**src/rtl/pe_seq_ctrl.sv**
```systemverilog
// Job sequencer for one PE MAC/round datapath: streams operand pairs into interleaved
// accumulator slots, drains the multiplier pipeline, then rounds and streams out one result per slot.
module pe_seq_ctrl #(
    parameter int unsigned DATA_W    = 16,
    parameter int unsigned NUM_SLOTS = 8,
    parameter int unsigned LEN_W     = 8
) (
    input  logic              clk,
    input  logic              rst_n,
    input  logic              start_i,
    input  logic [LEN_W-1:0]  cfg_len_i,
    input  logic [3:0]        cfg_slots_i,
    input  logic [2:0]        cfg_conn_i,
    output logic              busy_o,
    output logic              done_o,
    input  logic              a_valid_i,
    output logic              a_ready_o,
    input  logic [DATA_W-1:0] a_data1_i,
    input  logic [DATA_W-1:0] a_data2_i,
    output logic [DATA_W-1:0] pe_data_in_1_o,
    output logic [DATA_W-1:0] pe_data_in_2_o,
    output logic [3:0]        pe_add_number_o,
    output logic              pe_acc_clr_o,
    output logic [3:0]        pe_round_number_o,
    output logic              pe_rounder_en_o,
    output logic [2:0]        pe_connection_state_o,
    input  logic [DATA_W-1:0] pe_data_out_i,
    output logic              out_valid_o,
    input  logic              out_ready_i,
    output logic [DATA_W-1:0] out_data_o,
    output logic [3:0]        out_slot_o
);

    typedef enum logic [2:0] {
        StIdle,
        StRun,
        StDrain,
        StRound,
        StOut,
        StDone
    } state_e;

    localparam logic [3:0]       MaxSlots = 4'(NUM_SLOTS);
    localparam logic [LEN_W-1:0] LenOne   = LEN_W'(1);

    state_e           state_q, state_d;
    logic [LEN_W-1:0] len_q, len_d;
    logic [LEN_W-1:0] pass_q, pass_d;
    logic [3:0]       slots_q, slots_d;
    logic [3:0]       slot_q, slot_d;
    logic [3:0]       rnd_q, rnd_d;
    logic [3:0]       add_num_q, add_num_d;
    logic [2:0]       conn_q, conn_d;
    logic             drain_q, drain_d;
    logic             acc_clr_q, acc_clr_d;

    logic [LEN_W-1:0] len_clamp;
    logic [3:0]       slots_clamp;
    logic             run_st;
    logic             hs;
    logic             slot_last;
    logic             hs_last;
    logic             rnd_last;
    logic             rnd_active;
    logic             out_st;

    always_comb begin
        len_clamp   = (cfg_len_i == '0) ? LenOne : cfg_len_i;
        slots_clamp = cfg_slots_i;
        if (cfg_slots_i == 4'd0) begin
            slots_clamp = 4'd1;
        end else if (cfg_slots_i > MaxSlots) begin
            slots_clamp = MaxSlots;
        end
    end

    assign run_st     = (state_q == StRun);
    assign hs         = run_st & a_valid_i;
    assign slot_last  = (slot_q == slots_q - 4'd1);
    assign hs_last    = hs & slot_last & (pass_q == len_q - LenOne);
    assign rnd_last   = (rnd_q == slots_q - 4'd1);
    assign rnd_active = (state_q == StRound) || (state_q == StOut);
    assign out_st     = (state_q == StOut);

    always_comb begin
        state_d   = state_q;
        len_d     = len_q;
        pass_d    = pass_q;
        slots_d   = slots_q;
        slot_d    = slot_q;
        rnd_d     = rnd_q;
        conn_d    = conn_q;
        drain_d   = drain_q;
        // The slot index of a write trails its operand handshake by one cycle.
        add_num_d = hs ? slot_q : add_num_q;
        acc_clr_d = hs && (pass_q == '0);

        unique case (state_q)
            StIdle: begin
                if (start_i) begin
                    len_d   = len_clamp;
                    slots_d = slots_clamp;
                    conn_d  = cfg_conn_i;
                    slot_d  = 4'd0;
                    pass_d  = '0;
                    state_d = StRun;
                end
            end
            StRun: begin
                if (hs_last) begin
                    drain_d = 1'b0;
                    state_d = StDrain;
                end else if (hs) begin
                    if (slot_last) begin
                        slot_d = 4'd0;
                        pass_d = pass_q + LenOne;
                    end else begin
                        slot_d = slot_q + 4'd1;
                    end
                end
            end
            StDrain: begin
                if (drain_q) begin
                    rnd_d   = 4'd0;
                    state_d = StRound;
                end else begin
                    drain_d = 1'b1;
                end
            end
            StRound: begin
                state_d = StOut;
            end
            StOut: begin
                if (out_ready_i) begin
                    if (rnd_last) begin
                        state_d = StDone;
                    end else begin
                        rnd_d   = rnd_q + 4'd1;
                        state_d = StRound;
                    end
                end
            end
            StDone: begin
                state_d = StIdle;
            end
            default: begin
                state_d = StIdle;
            end
        endcase
    end

    always_ff @(posedge clk or negedge rst_n) begin
        if (!rst_n) begin
            state_q   <= StIdle;
            len_q     <= '0;
            pass_q    <= '0;
            slots_q   <= 4'd0;
            slot_q    <= 4'd0;
            rnd_q     <= 4'd0;
            conn_q    <= 3'd0;
            drain_q   <= 1'b0;
            add_num_q <= 4'd0;
            acc_clr_q <= 1'b0;
        end else begin
            state_q   <= state_d;
            len_q     <= len_d;
            pass_q    <= pass_d;
            slots_q   <= slots_d;
            slot_q    <= slot_d;
            rnd_q     <= rnd_d;
            conn_q    <= conn_d;
            drain_q   <= drain_d;
            add_num_q <= add_num_d;
            acc_clr_q <= acc_clr_d;
        end
    end

    // Operands are zeroed outside a handshake so stray products add nothing.
    always_comb begin
        busy_o                = (state_q != StIdle);
        done_o                = (state_q == StDone);
        a_ready_o             = run_st;
        pe_data_in_1_o        = hs ? a_data1_i : '0;
        pe_data_in_2_o        = hs ? a_data2_i : '0;
        pe_add_number_o       = add_num_q;
        pe_acc_clr_o          = acc_clr_q;
        pe_rounder_en_o       = rnd_active;
        pe_round_number_o     = rnd_active ? rnd_q : 4'd0;
        pe_connection_state_o = conn_q;
        out_valid_o           = out_st;
        out_data_o            = out_st ? pe_data_out_i : '0;
        out_slot_o            = out_st ? rnd_q : 4'd0;
    end

endmodule
```
**config.mk**
```make
export PLATFORM = sky130hd
export DESIGN_NAME = pe_seq_ctrl
export DESIGN_NICKNAME = d
export VERILOG_FILES = /design/src/rtl/pe_seq_ctrl.sv
export SDC_FILE = /design/constraint.sdc
export NUM_CORES = 1
export LEC_CHECK = 0
export CELL_PAD_IN_SITES_DETAIL_PLACEMENT = 1
export CELL_PAD_IN_SITES_GLOBAL_PLACEMENT = 1
export CORE_MARGIN = 10
export CORE_UTILIZATION = 27
export DETAILED_ROUTE_END_ITERATION = 8
export GPL_ROUTABILITY_DRIVEN = 0
export PLACE_DENSITY_LB_ADDON = 0.1
export SYNTH_ARGS = -nofsm -noshare
export SYNTH_HDL_FRONTEND = slang
export SYNTH_SLANG_ARGS = --single-unit
```
**constraint.sdc**
```tcl
create_clock -name clk -period 5.1 [get_ports clk]
set_clock_uncertainty 0.05 [all_clocks]
set_input_delay 1.53 -clock clk [delete_from_list [all_inputs] [get_ports clk]]
set_output_delay 1.53 -clock clk [all_outputs]
set_load 0.05 [all_outputs]
```
==> impl_metrics.yaml <==
timing:
  drv_slew: 0
  fin_crit_sh_pct: 89.1
  hold_viol_final: 0
  slew_headroom_pct: 37.9
  period_minus_slack_ns: 4.55
  tns_ns: 0
  fmaxAchievable_mhz: 220
  worst_pin_slew_ns: 0.932
  rsz0062_at_grt: "false"
  final-setup-viol-count: 0
place:
  dp.cells: 581
  io_buffer_count: 136
  place_area_um2: 4550
  place_hpwl_mm: 8.09
layout:
  area_delta_synth_final_pct: 72.5
  fin_nets: 529
  final_area_um2: 4670
  fin_cells: 589
  n_antenna_cell: 0
  drive_gt1_share_pct: 12.9
  fin_util_pct: 47.8
power:
  p_per_area_nw_per_um2: 444
  p_sw_share_pct: 45.2
  seqPwrFrac_pct: 26.7
  ir_worst_vdd_mv: 0.157
  comb_power_share_pct: 59.1
  clkPwrFrac_pct: 14.2
  p_int_mw: 1.14
  switchingPower_mw: 0.939
  power.leakage_nw: 2.01
synthesis:
  synth_commonest_cells: "54 x and2_1, 53 x nand2_1, 40 x dfrtp_1"
  synth_area_leader_cell: "dfrtp_1"
  netlist_top_cells_area: "dfrtp_1 37%, and2_1 12%, nand2_1 7.3%"
  netlist.area_leader.share_pct: 37.0
  yosysWarningCount: 0
  yosysMostFrequentCell: "and2_1"
  ys_ff_latch: 40
  synth_edf_count: 0
  syn_avg_cell_area_um2: 8.39
  ys_types: 47
  syn_area_um2: 2710
  async_flop_share_pct: 100
  synthesis.nets: 397
  seq_area_frac_synth_pct: 37.0
  netlist_instances: 323
  synth_ff_type: "dfrtp_1"
clock_network:
  clock_latency_ns: 0.31
  clk_pin_slew_ns: 0.07
  post_cts_buffers: 0
  htree_levels: 2
  root_buffer: "clkbuf_8"
  numCtsBuffers: 5
  hold_buffers: 0
  cts_buffer_depth: 2
  post_cts_resized: 0
  cts_tree: "yes"
  cts.sinks: 40
critical_path:
  cpLargestDelayFamily: "buffers and inverters"
  cp.arrival_ns: 2.97
  r2r_slack_ns: 1.87
  worst-r2r-cell-count: 8
  r2r-end: "pass_q[0]"
  reg2reg_from: "len_q[0]"
  path_max_fanout: 44
  worstSetupStartpointType: "input pin"
  critPathRequiredTime_ns: 3.52
  crit_end: "pe_data_in_1_o[3]"
  max_stage_delay_ns: 0.45
  crit_type: "in2out"
  path_cells: "clkdlybuf4s50_1, nor4bb_4, buf_4, and2_1, buf_12"
  critPathSlowestCell: "clkdlybuf4s50_1"
  cp-end-kind: "primary output"
  cp.depth: 5
  critPathLaunch: "a_valid_i"
  critPathBufInv: 3
die:
  core_region_area_um2: 9770
  fp.dieArea_um2: 14400
  io_pins: 137
  die_height_um: 120
  start_util_pct: 27.7
  rows: 36
  dieWidth_um: 120
routing:
  ant_nets: 0
  route.met2.wl_mm: 5.10
  wirelength_met1_mm: 4.20
  vias_per_cell: 4.81
  route.met3.wl_um: 738
  routed_wl_mm: 10.2
  routed.top_layer: "met4"
  via_count: 2835
  drc: 0
  wl_per_cell_um: 17.3
  drt-initial-drc-count: 85
  dr.pass1.iters: 4
outcome:
  status: "finished, final reports clean"
global_routing:
  antenna_found_initial: 0
  grt_util_all_layers_pct: 14.1
  first_global_vias: 3025
  grt_remaining_overflow: 0
  grt_max_degree: 45
  grt_pass1_wl_mm: 16.7
worst_hold_path:
  hold_depth: 2
  hp-class: "reg2reg"
  hold_start: "pe_connection_state_o[2]"
job:
  cap_violations: 0
## worst register-to-register path, stage by stage, from the launching register on
cell and delay (ns):
dfrtp_1 0.43, inv_1 0.09, ha_1 0.20, or3b_2 0.50, o31a_1 0.28, a2111o_1 0.43, a2111o_1 0.57, and3_1 0.29
mux2_2 0.27
## sequential cells by signal, summed over array words and instances, names as in the netlist
register,count
pe_add_number_o,4
len_q,8
rnd_q,4
pass_q,8
drain_q,1
pe_connection_state_o,3
slot_q,4
pe_acc_clr_o,1
state_q,3
slots_q,4
## cells by family after synthesis
kind of cell | Yosys count | synth area share, %
muxes | 10 | 3.93
buffers and inverters | 28 | 3.93
DFF | 40 | 37.0
xor gates and xnor gates | 14 | 5.03
and+or+nand+nor | 173 | 34.1
AOI/OAI and AO/OA | 52 | 13.3
adders and majority gates | 6 | 2.77
## metal layers
metal	vias to the layer above	global-route usage, %
met5	-	0
met4	0	3.85
met3	12	4.88
met2	78	24.1
met1	1370	16.5
li1	1375	-
## cell usage in the layout, fill, tap and decap left out, types with 6 or more instances in the layout
| master | instances |
|---|---|
| dfrtp_1 | 40 |
| nor2_1 | 14 |
| a21oi_1 | 6 |
| nand2_1 | 53 |
| nor3_1 | 6 |
| buf_12 | 32 |
| nand4_1 | 7 |
| clkbuf_8 | 7 |
| inv_1 | 12 |
| and2_1 | 54 |
| xnor2_1 | 8 |
| o21ai_0 | 12 |
| ha_1 | 6 |
| clkdlybuf4s50_1 | 103 |
| nand3_1 | 7 |
| nand2b_1 | 6 |
## area by class of cell
| type | instances | area (µm²) |
|---|---|---|
| clock buffer | 7 | 96.3 |
| clock inverter | 1 | 30.0 |
| fill | 1120 | 5100 |
| inverter | 13 | 48.8 |
| multi-input combinational | 255 | 1620 |
| sequential | 40 | 1000 |
| tap | 133 | 166 |
| timing repair buffer | 140 | 1710 |
## worst min path at each step
stage                                    end  slack, ns
floorplan                           len_q[7]       0.42
global placement    pe_connection_state_o[2]       0.41
detailed placement  pe_connection_state_o[2]       0.42
CTS                 pe_connection_state_o[2]       0.44
global route        pe_connection_state_o[2]       0.45
finish              pe_connection_state_o[2]       0.43
## power by group through the flow
stage               combinational (mW)  clock, mW  sequential, mW
finish                            1.23      0.295           0.554
global route                      1.34      0.314           0.580
CTS                               1.25      0.301           0.555
detailed placement                1.24          0           0.560
global placement                  1.21          0           0.553
floorplan                        0.679          0           0.613
## per-stage QoR
| stage | setup slack [ns] | power [mW] | hold slack (ns) |
|---|---|---|---|
| after floorplan | 0.622 | 1.29 | 0.417 |
| after global placement | 0.574 | 1.76 | 0.409 |
| after detailed placement | 0.530 | 1.80 | 0.416 |
| after CTS | 0.523 | 2.10 | 0.435 |
| after global routing | 0.444 | 2.23 | 0.449 |
| final | 0.554 | 2.08 | 0.426 |
No activity file was read; power rests on OpenSTA's default activity.
